==> src/rtl/issue_queue_free_list_pkg.sv <==
// Shared scheduler types for the issue queue and its free list.
package SchedulerTypes;

    localparam int ISSUE_QUEUE_ENTRY_NUM     = 16;
    localparam int ISSUE_QUEUE_INDEX_WIDTH   = $clog2(ISSUE_QUEUE_ENTRY_NUM);
    localparam int ISSUE_QUEUE_ALLOC_WIDTH   = 2;
    localparam int ISSUE_QUEUE_RELEASE_WIDTH = 4;

    typedef logic [ISSUE_QUEUE_INDEX_WIDTH-1:0]           IssueQueueIndexPath;
    typedef logic [$clog2(ISSUE_QUEUE_ENTRY_NUM+1)-1:0]   IssueQueueFreeListCountPath;

    typedef enum logic {
        PHASE_INIT  = 1'b0,
        PHASE_READY = 1'b1
    } IssueQueueFreeListPhase;

endpackage

==> src/rtl/issue_queue_free_list_compactor.sv <==
// Prefix sum over release lanes: each valid lane gets its slot offset past
// the tail, so scattered release lanes land in consecutive list positions.
module iq_free_list_compactor #(
    parameter int RELEASE_WIDTH = 4,
    parameter int OFS_WIDTH     = $clog2(RELEASE_WIDTH + 1)
) (
    input  logic [RELEASE_WIDTH-1:0]                i_valid,
    output logic [RELEASE_WIDTH-1:0][OFS_WIDTH-1:0] o_offset,
    output logic [OFS_WIDTH-1:0]                    o_count
);

    logic [OFS_WIDTH-1:0] w_sum;

    // Running count of valid lanes below each lane gives that lane's offset.
    always_comb begin
        // NOTE: every combinational output gets a default before any
        // conditional logic so no path leaves it unassigned (no latch).
        o_offset = '0;
        w_sum    = '0;
        for (int j = 0; j < RELEASE_WIDTH; j++) begin
            o_offset[j] = w_sum;
            w_sum       = w_sum + OFS_WIDTH'(i_valid[j]);
        end
        o_count = w_sum;
    end

endmodule

==> src/rtl/issue_queue_free_list.sv <==
// Circular free list of issue-queue entry indices: hands out up to
// ALLOC_WIDTH indices per cycle from the head, takes back up to
// RELEASE_WIDTH indices per cycle at the tail, and refills itself with
// every index after reset or flush.
module issue_queue_free_list
    import SchedulerTypes::*;
#(
    parameter int ENTRY_NUM     = ISSUE_QUEUE_ENTRY_NUM,
    parameter int INDEX_WIDTH   = $clog2(ENTRY_NUM),
    parameter int ALLOC_WIDTH   = ISSUE_QUEUE_ALLOC_WIDTH,
    parameter int RELEASE_WIDTH = ISSUE_QUEUE_RELEASE_WIDTH
) (
    input  logic                                 clk,
    input  logic                                 rst,
    input  logic                                 flush,
    input  logic [ALLOC_WIDTH-1:0]               allocate,
    output logic [ALLOC_WIDTH*INDEX_WIDTH-1:0]   allocatedPtr,
    output logic                                 allocatable,
    input  logic [RELEASE_WIDTH-1:0]             releaseValid,
    input  logic [RELEASE_WIDTH*INDEX_WIDTH-1:0] releasePtr,
    output logic [$clog2(ENTRY_NUM+1)-1:0]       freeCount,
    output logic                                 error
);

    localparam int COUNT_WIDTH = $clog2(ENTRY_NUM + 1);
    localparam int SUM_WIDTH   = COUNT_WIDTH + 1;
    localparam int OFS_WIDTH   = $clog2(RELEASE_WIDTH + 1);
    localparam int AREQ_WIDTH  = $clog2(ALLOC_WIDTH + 1);

    IssueQueueFreeListPhase r_state, w_state_next;
    logic [INDEX_WIDTH-1:0] r_init_ptr, w_init_ptr_next;
    logic [INDEX_WIDTH-1:0] r_head, w_head_next;
    logic [INDEX_WIDTH-1:0] r_tail, w_tail_next;
    logic [COUNT_WIDTH-1:0] r_count, w_count_next;
    logic                   r_error, w_error_next;
    logic [INDEX_WIDTH-1:0] r_mem [ENTRY_NUM];

    logic                                   w_allocatable;
    logic [AREQ_WIDTH-1:0]                  w_alloc_req;
    logic [AREQ_WIDTH-1:0]                  w_n_alloc;
    logic                                   w_prefix_ok;
    logic [RELEASE_WIDTH-1:0][OFS_WIDTH-1:0] w_offset;
    logic [OFS_WIDTH-1:0]                   w_n_release;
    logic [SUM_WIDTH-1:0]                   w_sum;
    logic                                   w_overflow;

    iq_free_list_compactor #(
        .RELEASE_WIDTH (RELEASE_WIDTH),
        .OFS_WIDTH     (OFS_WIDTH)
    ) u_compactor (
        .i_valid  (releaseValid),
        .o_offset (w_offset),
        .o_count  (w_n_release)
    );

    // Allocation qualification, request popcount and count bookkeeping.
    always_comb begin
        w_allocatable = (r_state == PHASE_READY) && (r_count >= COUNT_WIDTH'(ALLOC_WIDTH));
        w_alloc_req   = '0;
        for (int i = 0; i < ALLOC_WIDTH; i++) begin
            w_alloc_req = w_alloc_req + AREQ_WIDTH'(allocate[i]);
        end
        // A contiguous prefix from lane 0 has no set bit above a clear bit.
        w_prefix_ok = ((allocate & (allocate + ALLOC_WIDTH'(1))) == '0);
        w_n_alloc   = w_allocatable ? w_alloc_req : '0;
        w_sum       = SUM_WIDTH'(r_count) - SUM_WIDTH'(w_n_alloc) + SUM_WIDTH'(w_n_release);
        w_overflow  = (w_sum > SUM_WIDTH'(ENTRY_NUM));
    end

    // Next-state logic for the INIT/READY phases, pointers, count and error.
    always_comb begin
        w_state_next    = r_state;
        w_init_ptr_next = r_init_ptr;
        w_head_next     = r_head;
        w_tail_next     = r_tail;
        w_count_next    = r_count;
        w_error_next    = r_error;
        case (r_state)
            PHASE_INIT: begin
                w_init_ptr_next = r_init_ptr + INDEX_WIDTH'(RELEASE_WIDTH);
                if (r_init_ptr == INDEX_WIDTH'(ENTRY_NUM - RELEASE_WIDTH)) begin
                    w_state_next = PHASE_READY;
                    w_count_next = COUNT_WIDTH'(ENTRY_NUM);
                    w_head_next  = '0;
                    w_tail_next  = '0;
                end
            end
            PHASE_READY: begin
                w_head_next = r_head + INDEX_WIDTH'(w_n_alloc);
                if ((allocate != '0) && !w_allocatable) w_error_next = 1'b1;
                if (!w_prefix_ok)                       w_error_next = 1'b1;
                if (w_overflow) begin
                    // Too many returns: drop every release this cycle so the
                    // list never holds more than ENTRY_NUM indices.
                    w_error_next = 1'b1;
                    w_count_next = r_count - COUNT_WIDTH'(w_n_alloc);
                end else begin
                    w_tail_next  = r_tail + INDEX_WIDTH'(w_n_release);
                    w_count_next = w_sum[COUNT_WIDTH-1:0];
                end
            end
            default: w_state_next = PHASE_INIT;
        endcase
        if (flush) begin
            w_state_next    = PHASE_INIT;
            w_init_ptr_next = '0;
            w_head_next     = '0;
            w_tail_next     = '0;
            w_count_next    = '0;
            w_error_next    = r_error;
        end
    end

    // Control state registers with asynchronous active-low reset.
    always_ff @(posedge clk or negedge rst) begin
        if (!rst) begin
            r_state    <= PHASE_INIT;
            r_init_ptr <= '0;
            r_head     <= '0;
            r_tail     <= '0;
            r_count    <= '0;
            r_error    <= 1'b0;
        end else begin
            // NOTE: sequential state uses non-blocking assignments so every
            // register samples values from before this clock edge.
            r_state    <= w_state_next;
            r_init_ptr <= w_init_ptr_next;
            r_head     <= w_head_next;
            r_tail     <= w_tail_next;
            r_count    <= w_count_next;
            r_error    <= w_error_next;
        end
    end

    // Entry storage: init fill, then compacted release writes at the tail.
    // NOTE: the array has no reset; INIT writes every slot before any read
    // is exposed, and allocatedPtr is forced to zero until then.
    always_ff @(posedge clk) begin
        if (!flush) begin
            if (r_state == PHASE_INIT) begin
                for (int k = 0; k < RELEASE_WIDTH; k++) begin
                    r_mem[r_init_ptr + INDEX_WIDTH'(k)] <= r_init_ptr + INDEX_WIDTH'(k);
                end
            end else if (!w_overflow) begin
                for (int j = 0; j < RELEASE_WIDTH; j++) begin
                    if (releaseValid[j]) begin
                        r_mem[r_tail + INDEX_WIDTH'(w_offset[j])] <= releasePtr[j*INDEX_WIDTH +: INDEX_WIDTH];
                    end
                end
            end
        end
    end

    // Head-relative read of the next ALLOC_WIDTH free indices.
    always_comb begin
        allocatedPtr = '0;
        for (int i = 0; i < ALLOC_WIDTH; i++) begin
            if (w_allocatable) begin
                allocatedPtr[i*INDEX_WIDTH +: INDEX_WIDTH] = r_mem[r_head + INDEX_WIDTH'(i)];
            end
        end
    end

    assign allocatable = w_allocatable;
    assign freeCount   = r_count;
    assign error       = r_error;

endmodule

==> config.mk <==
export PLATFORM = sky130hd
export DESIGN_NAME = issue_queue_free_list
export DESIGN_NICKNAME = d
export VERILOG_FILES = /design/src/rtl/issue_queue_free_list_pkg.sv /design/src/rtl/issue_queue_free_list_compactor.sv /design/src/rtl/issue_queue_free_list.sv
export SDC_FILE = /design/constraint.sdc
export NUM_CORES = 1
export LEC_CHECK = 0
export ABC_AREA = 0
export CAP_MARGIN = 20
export CORE_ASPECT_RATIO = 0.6
export CORE_UTILIZATION = 49
export CTS_BUF_LIST = sky130_fd_sc_hd__clkbuf_8
export DETAILED_ROUTE_END_ITERATION = 7
export PLACE_DENSITY = 0.67
export SYNTH_ARGS = -nofsm -noshare
export SYNTH_HDL_FRONTEND = slang
export SYNTH_HIERARCHICAL = 1
export SYNTH_SLANG_ARGS = --single-unit
==> constraint.sdc <==
create_clock -name clk -period 6.2 [get_ports clk]
set_input_delay 1.24 -clock clk [delete_from_list [all_inputs] [get_ports clk]]
set_output_delay 1.24 -clock clk [all_outputs]
set_load 0.01 [all_outputs]
==> results.py, run 1 <==
metrics = {
    "cts": {
        "path_clk_slew_ns": 0.10,
        "cts_hold_buffers": 0,
        "h-tree-depth": 3,
        "clkSinkCount": 81,
        "ctsLongestPathBuffers": 2,
        "tritoncts": "yes",
        "cts_made_buffers": 9,
        "insertion_delay_ns": 0.38,
        "root_buffer": "clkbuf_8",
    },
    "synthesis": {
        "synthTopCellsByCount": "93 x nor2_1, 70 x nand2_1, 64 x edfxtp_1",
        "syn-cell-area_um2": 8100,
        "synth_most_common_cell": "nor2_1",
        "yosysTopAreaCell": "edfxtp_1",
        "synth_edf_count": 64,
        "yosys_warnings": 6,
        "yosysTopAreaCellShare_pct": 23.7,
        "yosysSeqAreaShare_pct": 29.0,
        "synth_area_leaders": "edfxtp_1 24%, mux4_2 10%, ha_1 5.9%, dfrtp_1 5.3%, nor2_1 4.3%",
        "ys_ff_latch": 81,
        "syn_inst": 867,
        "syn_area_per_cell_um2": 9.34,
        "ys_types": 79,
        "async_flop_share_pct": 21.0,
        "synth_ff_type": "edfxtp_1",
    },
    "route": {
        "wl_per_cell_um": 28.6,
        "drc": 15,
        "drtAntennaViolNets": 0,
        "drt_iter0_drc": 1460,
        "vias_per_cell": 7.01,
        "wl_mm": 35.7,
        "vias": 8747,
        "first_pass_iters": 8,
    },
    "power_and_ir_drop": {
        "p_leak_nw": 4.28,
        "finalPower_mw": 2.16,
        "power.density_nw_per_um2": 209,
        "peakVddDrop_mv": 0.126,
    },
    "critical_path": {
        "crit_type": "in -> reg",
        "r2r_setup_slack_ns": 0.68,
        "cp_num_buf_inv": 9,
        "cp.arrival_ns": 6.29,
        "cp_slowest_cell": "fa_2",
        "required_ns": 6.34,
        "startpoint_type": "primary input",
        "r2r_cells": 21,
        "crit_chain": "clkdlybuf4s50_1 -> inv_1 -> fa_1 -> inv_1 -> ha_1 -> inv_2 -> fa_1 -> inv_2 -> inv_2 -> fa_2 -> inv_2 -> ha_4 -> a211oi_4 -> o21a_1 -> nor3_2 -> buf_4 -> a211oi_4 -> buf_6 -> mux2_2 -> mux2_2 -> o21ai_1 -> mux2i_1",
        "slowest_delay_ns": 0.61,
        "end_kind": "flop",
        "reg2reg_to": "r_mem[15][2]",
        "path_max_fanout": 5,
        "r2r_start": "freeCount[4]",
        "crit_start": "releaseValid[1]",
        "path_delay_family": "adder cells",
        "crit_top_cell": "inv_2",
    },
    "min_path": {
        "hold_depth": 1,
        "holdCritStartpoint": "error",
        "hold_class": "reg -> reg",
        "hold_end": "error",
    },
    "sta": {
        "worst_pin_slew_ns": 1.11,
        "fin_crit_ns": 6.15,
        "hold_viol": 0,
        "final.period_utilization_pct": 99.2,
        "setup_violations": 0,
        "tns_ns": 0,
        "slew_viol_final": 0,
        "setup_ws_ns": 0.0517,
        "timing.fmax_mhz": 163,
        "max_slew_margin_pct": 25.0,
        "fin_worst_skew_ns": 0.0180,
        "rsz0062_at_grt": "yes",
    },
    "grt": {
        "grt_pass1_vias": 8300,
        "groute.usage.overall_pct": 42.1,
        "grt_max_degree": 36,
        "antenna_found_initial": 0,
        "overflow": 0,
        "grt_pass1_wl_mm": 51.8,
    },
    "place": {
        "dpl_cell_area_um2": 9850,
        "port_buffers": 39,
        "dp_slack_ns": -0.469,
        "dp_hpwl_mm": 28.1,
        "gp_congestion": 1.09,
    },
    "outcome": {
        "outcome": "complete, but fails checks",
        "failed_checks": "DRC",
    },
    "floorplanning": {
        "num_io_pins": 40,
        "die_y_um": 102,
        "dieWidth_um": 168,
        "die_area_um2": 17100,
        "core_um2": 15700,
        "initial_utilization_pct": 51.5,
        "core.rowCount": 35,
    },
    "finish": {
        "finalCoreUtilization_pct": 65.7,
        "syn_to_final_growth_pct": 27.6,
        "finalInstanceArea_um2": 10300,
        "n_antenna_cell": 0,
        "nets": 1114,
        "nFillCells": 1262,
        "final_layout_size_suffix_gt1_share_pct": 28.1,
    },
    "flow_run": {
        "maxCapViolCount": 0,
    },
}
## where the power goes
part | internal [mW] | switching [mW] | leakage [nW]
clock network | 0.241 | 0.227 | 0.120
registers | 0.666 | 0.0586 | 0.832
logic | 0.409 | 0.560 | 3.33
total | 1.32 | 0.846 | 4.28
## layer usage
layer	vias to the layer above	routed length [um]	GRT usage, %	part of all wire (%)
li1	3653	-	-	-
met1	4149	14000	57.6	39
met2	791	14100	61.3	40
met3	154	6290	17.4	18
met4	0	1250	10.7	3.5
met5	-	0	0	0
## state kept, by name, indices dropped and copies added, names as in the netlist
signal      count
error           1
freeCount       5
r_head          4
r_init_ptr      2
r_mem          64
r_state         1
r_tail          4
## how the worst max path moves through the flow
stage	to	slack, ns	cells after the start
finish	r_mem[15][2]	0.05	22
global route	r_mem[9][3]	-0.08	24
CTS	r_mem[15][2]	0.001	21
detailed placement	r_mem[14][3]	-0.47	21
global placement	r_mem[15][3]	-0.32	21
floorplan	r_mem[6][1]	0.44	19
## worst reg2reg max path, cell delays in order, from the launching register on
cell and delay [ns]:
dfrtp_1 0.56, inv_1 0.19, ha_1 0.22, o22ai_1 0.13, nand2_1 0.21, nand2_1 0.33, inv_1 0.12, nand2_1 0.18
inv_1 0.19, fa_2 0.61, inv_2 0.06, ha_4 0.25, a211oi_4 0.34, o21a_1 0.22, nor3_2 0.08, buf_4 0.17
a211oi_4 0.23, buf_6 0.17, mux2_2 0.44, mux2_2 0.30, o21ai_1 0.15, mux2i_1 0.10
## stage by stage
step                      instances  hold slack (ns)
final                          1248            0.480
after global routing           1248            0.498
after CTS                      1243            0.481
after detailed placement       1227            0.458
after global placement         1227            0.455
after floorplan                 872            0.504
## final cells by class
cell class | count | area, um^2 | share of cell area (%)
well taps | 203 | 254 | 2.46
multi-input cells | 702 | 5560 | 53.8
clock buffers | 10 | 138 | 1.33
flip-flops and latches | 81 | 2350 | 22.7
inverters | 36 | 135 | 1.31
repair buffers | 210 | 1810 | 17.5
clock inverters | 6 | 90.1 | 0.872
## logic make-up (layout without fill, tap and decap cells)
family,count (synthesis),in the layout,share of synthesized area [%]
and+or+nand+nor,300,300,18.4
AOI/OAI and AO/OA,244,244,20.9
buffers and inverters,89,262,4.82
muxes,81,81,15.8
DFF,81,81,29.0
adders and majority gates,49,49,8.59
xor gates and xnor gates,22,22,2.38
other,1,6,0.0463
## timing repair
item | 4_1_cts | 5_1_grt
pin swaps | 0 | 12
resized for setup | 2 | 46
setup endpoints to repair | 6 | 130
buffers inserted | 0 | 3
gates cloned | 0 | 1
## placed cells by master, fill, tap and decap left out, types with 11 or more instances in the layout
cell type        instances
a211oi_1                29
a21oi_1                 30
and2_1                  11
and3_1                  18
buf_4                  155
clkdlybuf4s50_1         39
dfrtp_1                 17
edfxtp_1                64
ha_1                    37
inv_1                   33
mux2i_1                 32
mux4_2                  36
nand2_1                 67
nand3_1                 29
nor2_1                  92
nor2b_1                 12
nor3_1                  13
o21ai_0                 49
o22ai_1                 21
xor2_1                  12
(Power assumes the default switching activity.)
==> run 2, diff against run 1 <==
Settings changed: CTS_BUF_LIST sky130_fd_sc_hd__clkbuf_8 to sky130_fd_sc_hd__clkbuf_4 sky130_fd_sc_hd__clkbuf_8 sky130_fd_sc_hd__clkbuf_16.
==> run 2 against run 1 <==
The flow now finishes without violations; combinational power decreased by 0.5%; register-to-register slack gained 0.04 ns; die area unchanged; sequential share of layout area is 0.16 points lower; setup slack improved by 0.37 ns; clock power grew 25%; first-iteration DRC count is 9.6% higher; clock skew down 0.0015 ns; routed wire length decreased by 0.47%; clock-buffer cell count is 3 higher; utilization is 0.45 points higher; worst hold slack lost 0.011 ns; largest power group unchanged.
==> results.py, run 2 (synthesized netlist as in run 1, its figures left out) <==
metrics = {
    "outcome": {
        "outcome": "finished, final reports clean",
    },
    "power_and_ir_drop": {
        "swShare_pct": 37.7,
        "power.density_nw_per_um2": 218,
        "p_clk_share_pct": 25.6,
        "seqPwrFrac_pct": 31.9,
        "p_leak_nw": 4.34,
        "combPwrFrac_pct": 42.5,
        "peakVddDrop_mv": 0.173,
        "finalPower_mw": 2.27,
        "intPower_mw": 1.42,
        "p_switching_mw": 0.856,
    },
    "sta": {
        "timing.fmax_mhz": 173,
        "rsz0062_at_grt": "no",
        "setup_ws_ns": 0.425,
        "tns_ns": 0,
        "setup_violations": 0,
        "fin_crit_ns": 5.77,
        "hold_ws_ns": 0.469,
        "worst_pin_slew_ns": 1.15,
        "final.period_utilization_pct": 93.1,
        "fin_worst_skew_ns": 0.0165,
        "slew_viol_final": 0,
        "max_slew_margin_pct": 22.8,
        "hold_viol": 0,
    },
    "route": {
        "drtAntennaViolNets": 0,
        "vias_per_cell": 6.98,
        "first_pass_iters": 8,
        "wl_mm": 35.5,
        "wl_per_cell_um": 28.4,
        "vias": 8710,
        "drt_iter0_drc": 1600,
        "drc": 0,
    },
    "floorplanning": {
        "num_io_pins": 40,
        "dieWidth_um": 168,
        "core_um2": 15700,
        "die_y_um": 102,
        "initial_utilization_pct": 51.5,
        "die_area_um2": 17100,
        "core.rowCount": 35,
    },
    "critical_path": {
        "startpoint_type": "primary input",
        "path_delay_family": "adder cells",
        "cp_num_buf_inv": 8,
        "path_max_fanout": 8,
        "cp.arrival_ns": 5.80,
        "required_ns": 6.22,
        "end_kind": "flop",
        "cp_slowest_cell": "fa_2",
        "crit_type": "in -> reg",
        "crit_chain": "dlymetal6s2s_1 -> buf_4 -> ha_1 -> ha_1 -> inv_1 -> fa_1 -> inv_2 -> inv_2 -> fa_2 -> inv_2 -> ha_4 -> a211oi_4 -> o21a_1 -> nor3_2 -> buf_4 -> a211oi_4 -> buf_4 -> nand3_1 -> o21ai_1 -> nand4b_1 -> nand3_1",
        "slowest_delay_ns": 0.60,
    },
    "grt": {
        "grt_pass1_wl_mm": 51.8,
        "grt_max_degree": 36,
        "overflow": 0,
        "antenna_found_initial": 1,
        "groute.usage.overall_pct": 42.1,
        "grt_pass1_vias": 8229,
    },
    "place": {
        "port_buffers": 39,
        "dp_slack_ns": -0.469,
        "dp_hpwl_mm": 28.1,
        "gp_congestion": 1.09,
    },
    "finish": {
        "nets": 1113,
        "final_layout_size_suffix_gt1_share_pct": 27.8,
        "mostFrequentLayoutCell": "buf_4",
        "top_register": "r_mem",
        "mostFrequentLayoutCells": "155 x buf_4, 93 x nor2_1, 68 x nand2_1, 64 x edfxtp_1, 50 x o21ai_0",
        "largest_reg_flops": 64,
        "finalCoreUtilization_pct": 66.2,
        "syn_to_final_growth_pct": 28.4,
    },
    "flow_run": {
        "maxCapViolCount": 0,
    },
    "cts": {
        "cts_hold_buffers": 0,
        "path_clk_slew_ns": 0.07,
        "root_buffer": "clkbuf_16",
        "insertion_delay_ns": 0.35,
        "clkSinkCount": 81,
        "h-tree-depth": 3,
        "cts_made_buffers": 9,
        "tritoncts": "yes",
        "ctsLongestPathBuffers": 2,
    },
    "min_path": {
        "hold_class": "reg -> reg",
    },
}
==> run 2: cell count changes in the layout (fill, tap and decap cells not counted), sizes merged <==
cell           change
diode              +1
clkdlybuf4s50      -3
dlymetal6s2s       +3
bufinv             -2
buf                -1
inv                -1
clkbuf             +3
==> run 2: worst reg2reg max path, delay by kind of cell (launching register included) <==
family                   cells  cell delay (ns)
AO/OA/AOI/OAI                5             1.17
AND/OR/NAND/NOR              7             1.41
adder cells (fa/ha/maj)      3             1.08
flip-flops                   1             0.55
buffers and inverters        6             0.95
==> run 2: final timing paths <==
kind	slack [ns]	endpoint	cells after the start	startpoint
min	0.47	error	1	error
max in group asynchronous	4.22	r_init_ptr[3]	1	rst
max	0.43	r_mem[6][2]	21	releaseValid[0]
min in group asynchronous	1.40	r_tail[2]	1	rst
min reg2reg	0.47	error	1	error
max reg2reg	0.72	r_mem[6][2]	21	freeCount[4]
==> run 2: cell type report <==
class / count / area (um^2)
timing repair buffer: 209 / 1810
antenna: 1 / 2.50
sequential: 81 / 2350
multi-input combinational: 702 / 5530
clock buffer: 13 / 297
fill: 1238 / 5320
inverter: 36 / 135
clock inverter: 3 / 26.3
tap: 203 / 254
==> run 2: layer usage <==
layer	wire (um)	GRT usage [%]	share of wire [%]
met5	0	0	0
met4	1260	10.5	3.5
met3	5980	15.2	17
met2	14000	61.0	39
met1	14300	59.4	40
==> run 2: through the flow <==
| stage | instances | cell area [um^2] |
|---|---|---|
| 6_report | 1248 | 10400 |
| 5_1_grt | 1248 | 10400 |
| 4_1_cts | 1243 | 10200 |
| 3_5_place_dp | 1227 | 9850 |
| 3_3_place_gp | 1227 | 9850 |
| 2_1_floorplan | 872 | 8120 |
==> run 2: power by group through the flow <==
stage	sequential [mW]	combinational [mW]	clock, mW
after floorplan	0.699	0.482	0
after global placement	0.724	0.823	0
after detailed placement	0.730	0.852	0
after CTS	0.718	0.864	0.578
after global routing	0.725	1.00	0.600
final	0.725	0.965	0.583
==> run 2: repair_timing <==
item | in CTS | in global routing
endpoints found under the setup margin | 19 | 130
gates resized for setup | 5 | 44
endpoints found under the hold margin | 0 | 0
cloned | 0 | 1
pin swaps | 1 | 11
buffers inserted | 0 | 2
